--- src/rtl/tlbfill_ctl_if.sv ---
// Write-port bundle between the TLB fill sequencer (slave) and the
// requester / TLB group side (master).
interface tlbfill_ctl_if #(
  parameter int IDX_W = 8,
  parameter int TAG_W = 15
);
  logic             fill_req_h;
  logic             tbis_req_h;
  logic             tbia_req_h;
  logic [IDX_W-1:0] req_idx_h;
  logic [TAG_W-1:0] req_tag_h;
  logic [19:0]      req_data_h;
  logic             hit_h;
  logic             tag_perr_h;
  logic             err_clr_h;
  logic             busy_h;
  logic             done_h;
  logic             fill_err_h;
  logic [IDX_W-1:0] index_h;
  logic             in_valid_h;
  logic [TAG_W-1:0] in_tag_h;
  logic             tag_par_in_h;
  logic [19:0]      data_h;
  logic [2:0]       data_par_in_h;
  logic             write_h;

  modport master (
    output fill_req_h, tbis_req_h, tbia_req_h, req_idx_h, req_tag_h, req_data_h,
           hit_h, tag_perr_h, err_clr_h,
    input  busy_h, done_h, fill_err_h, index_h, in_valid_h, in_tag_h,
           tag_par_in_h, data_h, data_par_in_h, write_h
  );

  modport slave (
    input  fill_req_h, tbis_req_h, tbia_req_h, req_idx_h, req_tag_h, req_data_h,
           hit_h, tag_perr_h, err_clr_h,
    output busy_h, done_h, fill_err_h, index_h, in_valid_h, in_tag_h,
           tag_par_in_h, data_h, data_par_in_h, write_h
  );
endinterface

--- src/rtl/tlbfill_ctl.sv ---
// Write-side sequencer for one TLB group: fill with readback check,
// single-entry invalidate and invalidate-all sweep.
module tlbfill_ctl #(
  parameter int IDX_W = 8,
  parameter int TAG_W = 15
) (
  input logic          b_clk_l,
  input logic          reset_l,
  tlbfill_ctl_if.slave bus
);

  typedef enum logic [2:0] {
    IDLE,
    FWR,
    FCHK,
    IWR,
    SWEEP
  } state_t;

  localparam logic [IDX_W-1:0] LAST_IDX    = '1;
  localparam logic [IDX_W-1:0] LAST_IDX_M1 = LAST_IDX - 1'b1;

  state_t state;

  // Parity follows the registered write values, so readback never reports a tag parity error.
  assign bus.tag_par_in_h     = ~^{bus.in_valid_h, bus.in_tag_h};
  assign bus.data_par_in_h[0] = ~^bus.data_h[7:0];
  assign bus.data_par_in_h[1] = ~^bus.data_h[15:8];
  assign bus.data_par_in_h[2] = ~^bus.data_h[19:16];

  always_ff @(posedge b_clk_l) begin
    if (!reset_l) begin
      state          <= IDLE;
      bus.busy_h     <= 1'b0;
      bus.done_h     <= 1'b0;
      bus.fill_err_h <= 1'b0;
      bus.index_h    <= '0;
      bus.in_valid_h <= 1'b0;
      bus.in_tag_h   <= '0;
      bus.data_h     <= '0;
      bus.write_h    <= 1'b0;
    end else begin
      bus.write_h <= 1'b0;
      bus.done_h  <= 1'b0;
      // A readback failure in FCHK is assigned later and overrides a clear.
      if (bus.err_clr_h) begin
        bus.fill_err_h <= 1'b0;
      end

      case (state)
        IDLE: begin
          if (bus.tbia_req_h) begin
            state          <= SWEEP;
            bus.busy_h     <= 1'b1;
            bus.write_h    <= 1'b1;
            bus.index_h    <= '0;
            bus.in_valid_h <= 1'b0;
            bus.in_tag_h   <= '0;
            bus.data_h     <= '0;
          end else if (bus.tbis_req_h) begin
            state          <= IWR;
            bus.busy_h     <= 1'b1;
            bus.write_h    <= 1'b1;
            bus.done_h     <= 1'b1;
            bus.index_h    <= bus.req_idx_h;
            bus.in_valid_h <= 1'b0;
            bus.in_tag_h   <= '0;
            bus.data_h     <= '0;
          end else if (bus.fill_req_h) begin
            state          <= FWR;
            bus.busy_h     <= 1'b1;
            bus.write_h    <= 1'b1;
            bus.index_h    <= bus.req_idx_h;
            bus.in_valid_h <= 1'b1;
            bus.in_tag_h   <= bus.req_tag_h;
            bus.data_h     <= bus.req_data_h;
          end
        end

        FWR: begin
          state <= FCHK;
        end

        // Index and tag stay on the bus so the group compares against the entry just written.
        FCHK: begin
          if (!bus.hit_h || bus.tag_perr_h) begin
            bus.fill_err_h <= 1'b1;
          end
          bus.done_h <= 1'b1;
          bus.busy_h <= 1'b0;
          state      <= IDLE;
        end

        IWR: begin
          bus.busy_h <= 1'b0;
          state      <= IDLE;
        end

        SWEEP: begin
          if (bus.index_h == LAST_IDX) begin
            bus.index_h <= '0;
            bus.busy_h  <= 1'b0;
            state       <= IDLE;
          end else begin
            bus.index_h <= bus.index_h + 1'b1;
            bus.write_h <= 1'b1;
            if (bus.index_h == LAST_IDX_M1) begin
              bus.done_h <= 1'b1;
            end
          end
        end

        default: begin
          bus.busy_h <= 1'b0;
          state      <= IDLE;
        end
      endcase
    end
  end

endmodule

--- src/flat_wrapper.sv ---
// flat-port wrapper written by rule: the top's interface ports become plain ports
module tlbfill_ctl_flat 
#(
  parameter int IDX_W = 8,
  parameter int TAG_W = 15
)
  (b_clk_l, reset_l, bus_fill_req_h, bus_tbis_req_h, bus_tbia_req_h, bus_req_idx_h, bus_req_tag_h, bus_req_data_h, bus_hit_h, bus_tag_perr_h, bus_err_clr_h, bus_busy_h, bus_done_h, bus_fill_err_h, bus_index_h, bus_in_valid_h, bus_in_tag_h, bus_tag_par_in_h, bus_data_h, bus_data_par_in_h, bus_write_h);
  tlbfill_ctl_if #(.IDX_W(IDX_W), .TAG_W(TAG_W)) bus_i ();
  input logic b_clk_l;
  input logic reset_l;
  input wire logic [$bits(bus_i.fill_req_h)-1:0] bus_fill_req_h;
  input wire logic [$bits(bus_i.tbis_req_h)-1:0] bus_tbis_req_h;
  input wire logic [$bits(bus_i.tbia_req_h)-1:0] bus_tbia_req_h;
  input wire logic [$bits(bus_i.req_idx_h)-1:0] bus_req_idx_h;
  input wire logic [$bits(bus_i.req_tag_h)-1:0] bus_req_tag_h;
  input wire logic [$bits(bus_i.req_data_h)-1:0] bus_req_data_h;
  input wire logic [$bits(bus_i.hit_h)-1:0] bus_hit_h;
  input wire logic [$bits(bus_i.tag_perr_h)-1:0] bus_tag_perr_h;
  input wire logic [$bits(bus_i.err_clr_h)-1:0] bus_err_clr_h;
  output wire logic [$bits(bus_i.busy_h)-1:0] bus_busy_h;
  output wire logic [$bits(bus_i.done_h)-1:0] bus_done_h;
  output wire logic [$bits(bus_i.fill_err_h)-1:0] bus_fill_err_h;
  output wire logic [$bits(bus_i.index_h)-1:0] bus_index_h;
  output wire logic [$bits(bus_i.in_valid_h)-1:0] bus_in_valid_h;
  output wire logic [$bits(bus_i.in_tag_h)-1:0] bus_in_tag_h;
  output wire logic [$bits(bus_i.tag_par_in_h)-1:0] bus_tag_par_in_h;
  output wire logic [$bits(bus_i.data_h)-1:0] bus_data_h;
  output wire logic [$bits(bus_i.data_par_in_h)-1:0] bus_data_par_in_h;
  output wire logic [$bits(bus_i.write_h)-1:0] bus_write_h;
  assign bus_i.fill_req_h = bus_fill_req_h;
  assign bus_i.tbis_req_h = bus_tbis_req_h;
  assign bus_i.tbia_req_h = bus_tbia_req_h;
  assign bus_i.req_idx_h = bus_req_idx_h;
  assign bus_i.req_tag_h = bus_req_tag_h;
  assign bus_i.req_data_h = bus_req_data_h;
  assign bus_i.hit_h = bus_hit_h;
  assign bus_i.tag_perr_h = bus_tag_perr_h;
  assign bus_i.err_clr_h = bus_err_clr_h;
  assign bus_busy_h = bus_i.busy_h;
  assign bus_done_h = bus_i.done_h;
  assign bus_fill_err_h = bus_i.fill_err_h;
  assign bus_index_h = bus_i.index_h;
  assign bus_in_valid_h = bus_i.in_valid_h;
  assign bus_in_tag_h = bus_i.in_tag_h;
  assign bus_tag_par_in_h = bus_i.tag_par_in_h;
  assign bus_data_h = bus_i.data_h;
  assign bus_data_par_in_h = bus_i.data_par_in_h;
  assign bus_write_h = bus_i.write_h;
  tlbfill_ctl #(.IDX_W(IDX_W), .TAG_W(TAG_W)) u_core (.b_clk_l(b_clk_l), .reset_l(reset_l), .bus(bus_i));
endmodule
--- config.mk ---
export PLATFORM = sky130hd
export DESIGN_NAME = tlbfill_ctl_flat
export DESIGN_NICKNAME = d
export VERILOG_FILES = /design/src/rtl/tlbfill_ctl_if.sv /design/src/rtl/tlbfill_ctl.sv /design/src/flat_wrapper.sv
export SDC_FILE = /design/constraint.sdc
export NUM_CORES = 1
export LEC_CHECK = 0
export ABC_AREA = 1
export BUFFER_PORTS_ARGS = -buffer_cell sky130_fd_sc_hd__buf_4
export CAP_MARGIN = 20
export CORE_MARGIN = 3
export CORE_UTILIZATION = 40
export CTS_CLUSTER_DIAMETER = 80
export DETAILED_ROUTE_END_ITERATION = 10
export PLACE_DENSITY = 0.79
export SLEW_MARGIN = 10
export SYNTH_ARGS = -nofsm -noshare
export SYNTH_HDL_FRONTEND = slang
export SYNTH_SLANG_ARGS = --single-unit
--- constraint.sdc ---
create_clock -name b_clk_l -period 4.1 [get_ports b_clk_l]
set_clock_uncertainty 0.1 [all_clocks]
set_input_delay 0.205 -clock b_clk_l [delete_from_list [all_inputs] [get_ports b_clk_l]]
set_output_delay 0.205 -clock b_clk_l [all_outputs]
set_load 0.01 [all_outputs]
==> qor.csv <==
stage,metric,value,unit
floorplan,core_area,0.006531,mm^2
cts,clock-sinks,51,
grt,gr-usage-all-layers,0.1863,
route,drtPass1Iterations,5,
yosys,yosysWarningCount,0,
final_layout,final_net_count,564,
critical_path,crit_path_end_kind,flop,
yosys,yosys.area_share.xor_xnor,0.05365,
sta,tns,0,ps
yosys,synth_cell_types,26,
final_layout,final_standard_cell_count_with_taps_included_and_fillers_excluded,588,
critical_path,worst-path-max-fanout,25,
critical_path,cell_count_of_the_worst_reg_to_reg_path,5,
sta,tightestPinTransition,950.3,ps
critical_path,cp_data_required_time,4210,ps
place,dp_hpwl,5479,um
sta,final_hold_viol_count,0,
final_layout,drive_gt1_frac,0.2309,
cts,numCtsBuffers,5,
floorplan,die_y,89.30,um
power,p_per_area,349.7,mW/mm^2
floorplan,std_cell_rows,29,
final_layout,diode_count,0,
yosys,netlist_instances,420,
critical_path,worstPathArrival,2010,ps
sta,timing.final.crit_period,1902,ps
grt,gr-total-overflow,0,
min_path,whs_path_depth,4,
route,drc,0,
grt,met1_usage,0.2357,
grt,first_global_vias,2645,
yosys,flops_latches_synth,51,
yosys,synth_fa_ha_area_frac,0.009017,
power,pwr-share-seq,0.441,
sta,post-route-period-util,0.4639,
cts,hold_buffers,0,
final_layout,finalCoreUtilization,0.5630,
grt,use_met3,0.03871,
power,switching_fraction_of_total_power,0.3189,
yosys,mappedNetlistArea,0.002775,mm^2
yosys,synthesis.nets,473,
cts,path_clk_slew,90,ps
final_layout,num-fill-cells,647,
place,io_buffer_count,102,
critical_path,timing.setup.critical_path_class,primary input to flop,
sta,rsz0062_at_grt,no,
yosys,synth_sequential_area_ratio,0.3679,
power,switching_power,410.0,uW
yosys,syn_area_per_cell,6.608,um^2
yosys,synth_compound_gate_area_share,0.1069,
yosys,synth_mux_area_frac,0,
cts,cts_resized,0,
floorplan,dieArea,0.007974,mm^2
floorplan,die_w,89.30,um
route,detail_route.iter0.violations,145,
sta,worst_slew_margin_rel,0.3625,
power,clockPowerShare,0.263,
cts,cts_h_tree_lvls,2,
power,report.power.total,1.286,mW
sta,maxClockFrequency,525.7,MHz
critical_path,startpoint_type,primary input,
sta,whs,45.14,ps
final_layout,design_area,0.003677,mm^2
route,detail_routed_via_count_per_cell,5.131,
grt,grt_start_max_net_pins,39,
power,max-vdd-ir-drop,0.2099,mV
cts,tritoncts,built,
route,route.final.wire_length,7358,um
route,route.detailed.wl_per_inst,12.51,um
power,cellInternalPower,875.8,uW
power,p_leak,1.730,nW
cts,cts-root-buf,sky130_fd_sc_hd__clkbuf_8,
floorplan,initial_core_utilization,0.4249,
yosys,post_synthesis_simple_gate_area_fraction,0.3539,
place,dp_slack,1577,ps
place,gp_routability_congestion,0.8458,
sta,setup_ws_post_layout,2198,ps
sta,finalSetupViolations,0,
final_layout,layout_commonest_cell,sky130_fd_sc_hd__nand2_1,
place,placed_cells,580,
min_path,worst_hold_path_type,primary input to flop,
route,ant_nets,0,
power,comb_pwr_share,0.296,
yosys,synth_top_family_by_area,simple AND/OR/NAND/NOR gates,
cts,post-cts-setup-buffers,0,
grt,global_route.usage.met2,0.3208,
grt,grt_first_pass_wirelength,11760,um
flow_run,max_cap_viol_count,0,
floorplan,top_level_pins,103,
sta,slew_viol_final,0,
place,placedInstanceArea,0.003543,mm^2
final_layout,areaGrowthSynthToFinish,32.51,%
grt,busiest_layer,met2,
final_layout,mostFrequentLayoutCells,"144 x sky130_fd_sc_hd__nand2_1, 104 x sky130_fd_sc_hd__buf_4, 51 x sky130_fd_sc_hd__dfxtp_1",
status,run_status,finished clean,
grt,initial_antenna_violation_count,0,
cts,clock_latency,300,ps
route,num_vias,3017,
cts,clock_tree.buffer_depth,2,
## critical path: stages
cell and delay [ps]:
sky130_fd_sc_hd__buf_4 110, sky130_fd_sc_hd__inv_1 530, sky130_fd_sc_hd__nand2_1 190, sky130_fd_sc_hd__inv_2 100, sky130_fd_sc_hd__nor2_2 40, sky130_fd_sc_hd__inv_1 390
sky130_fd_sc_hd__buf_16 230, sky130_fd_sc_hd__nand2_1 70, sky130_fd_sc_hd__a21oi_1 140
## Yosys cell counts
| cell type | number | share of area |
|---|---|---|
| sky130_fd_sc_hd__a21oi_1 | 47 | 0.085 |
| sky130_fd_sc_hd__nand3_1 | 19 | 0.034 |
| sky130_fd_sc_hd__nand2_1 | 144 | 0.19 |
| sky130_fd_sc_hd__inv_1 | 40 | 0.054 |
| sky130_fd_sc_hd__nor2_4 | 1 | 0.0041 |
| sky130_fd_sc_hd__nand3b_1 | 1 | 0.0027 |
| sky130_fd_sc_hd__o21ai_0 | 8 | 0.014 |
| sky130_fd_sc_hd__buf_4 | 1 | 0.0027 |
| sky130_fd_sc_hd__nand2_2 | 1 | 0.0023 |
| sky130_fd_sc_hd__clkinv_1 | 2 | 0.0027 |
| sky130_fd_sc_hd__a31oi_1 | 1 | 0.0023 |
| sky130_fd_sc_hd__buf_2 | 4 | 0.0072 |
| sky130_fd_sc_hd__nor3_1 | 1 | 0.0018 |
| sky130_fd_sc_hd__ha_1 | 2 | 0.0090 |
| sky130_fd_sc_hd__a211oi_1 | 1 | 0.0027 |
| sky130_fd_sc_hd__dfxtp_1 | 51 | 0.37 |
| sky130_fd_sc_hd__nor2_2 | 1 | 0.0023 |
| sky130_fd_sc_hd__o21bai_1 | 1 | 0.0027 |
| sky130_fd_sc_hd__buf_1 | 1 | 0.0014 |
| sky130_fd_sc_hd__xnor2_1 | 14 | 0.044 |
| sky130_fd_sc_hd__nand4_1 | 37 | 0.083 |
| sky130_fd_sc_hd__buf_6 | 6 | 0.024 |
| sky130_fd_sc_hd__clkbuf_1 | 10 | 0.014 |
| sky130_fd_sc_hd__xor2_1 | 3 | 0.0095 |
| sky130_fd_sc_hd__nor2_1 | 21 | 0.028 |
| sky130_fd_sc_hd__inv_2 | 2 | 0.0027 |
## layout make-up
class	count	area (um^2)	area share
Tap cell	77	96.34	0.02620
Multi-Input combinational cell	303	1453	0.3950
Sequential cell	51	1021	0.2776
Clock inverter	2	37.54	0.01021
Inverter	44	165.2	0.04491
Clock buffer	5	68.82	0.01871
Timing Repair Buffer	106	835.8	0.2273
## logic make-up (layout without fill, tap and decap cells)
logic type,after synthesis,in the layout
flops,51,51
simple gates,226,226
compound gates,58,58
buf+inv,66,157
xor+xnor,17,17
fa+ha+maj,2,2
## worst paths after layout
kind	slack, ps	from	endpoint
max	2200	bus_tbia_req_h	u_core.bus.in_tag_h[10]$_SDFFE_PN0P_
min	50	bus_err_clr_h	u_core.bus.fill_err_h$_SDFF_PN0_
max reg2reg	2370	u_core.state[2]$_SDFFE_PN0P_	u_core.bus.index_h[0]$_SDFFE_PN0P_
min reg2reg	380	u_core.bus.fill_err_h$_SDFF_PN0_	u_core.bus.fill_err_h$_SDFF_PN0_
## state kept, by name, summed over array words and instances, names as in the netlist
name	flops
u_core.bus.done_h	1
u_core.bus.index_h	8
u_core.bus.busy_h	1
u_core.bus.fill_err_h	1
u_core.bus.data_h	20
u_core.bus.write_h	1
u_core.bus.in_valid_h	1
u_core.state	3
u_core.bus.in_tag_h	15
## per-layer routing
layer	up-vias	part of all wire
met5	-	0
met4	0	0.013
met3	9	0.066
met2	99	0.50
met1	1369	0.42
li1	1540	-
## power groups by stage
stage | Clock, mW | Combinational [mW] | Sequential (mW)
after floorplan | 0 | 0.232 | 0.585
after global placement | 0 | 0.359 | 0.577
after detailed placement | 0 | 0.368 | 0.578
after CTS | 0.350 | 0.369 | 0.567
after global routing | 0.372 | 0.424 | 0.573
final | 0.338 | 0.381 | 0.567
Note: power is estimated with default switching activity, not from simulation.
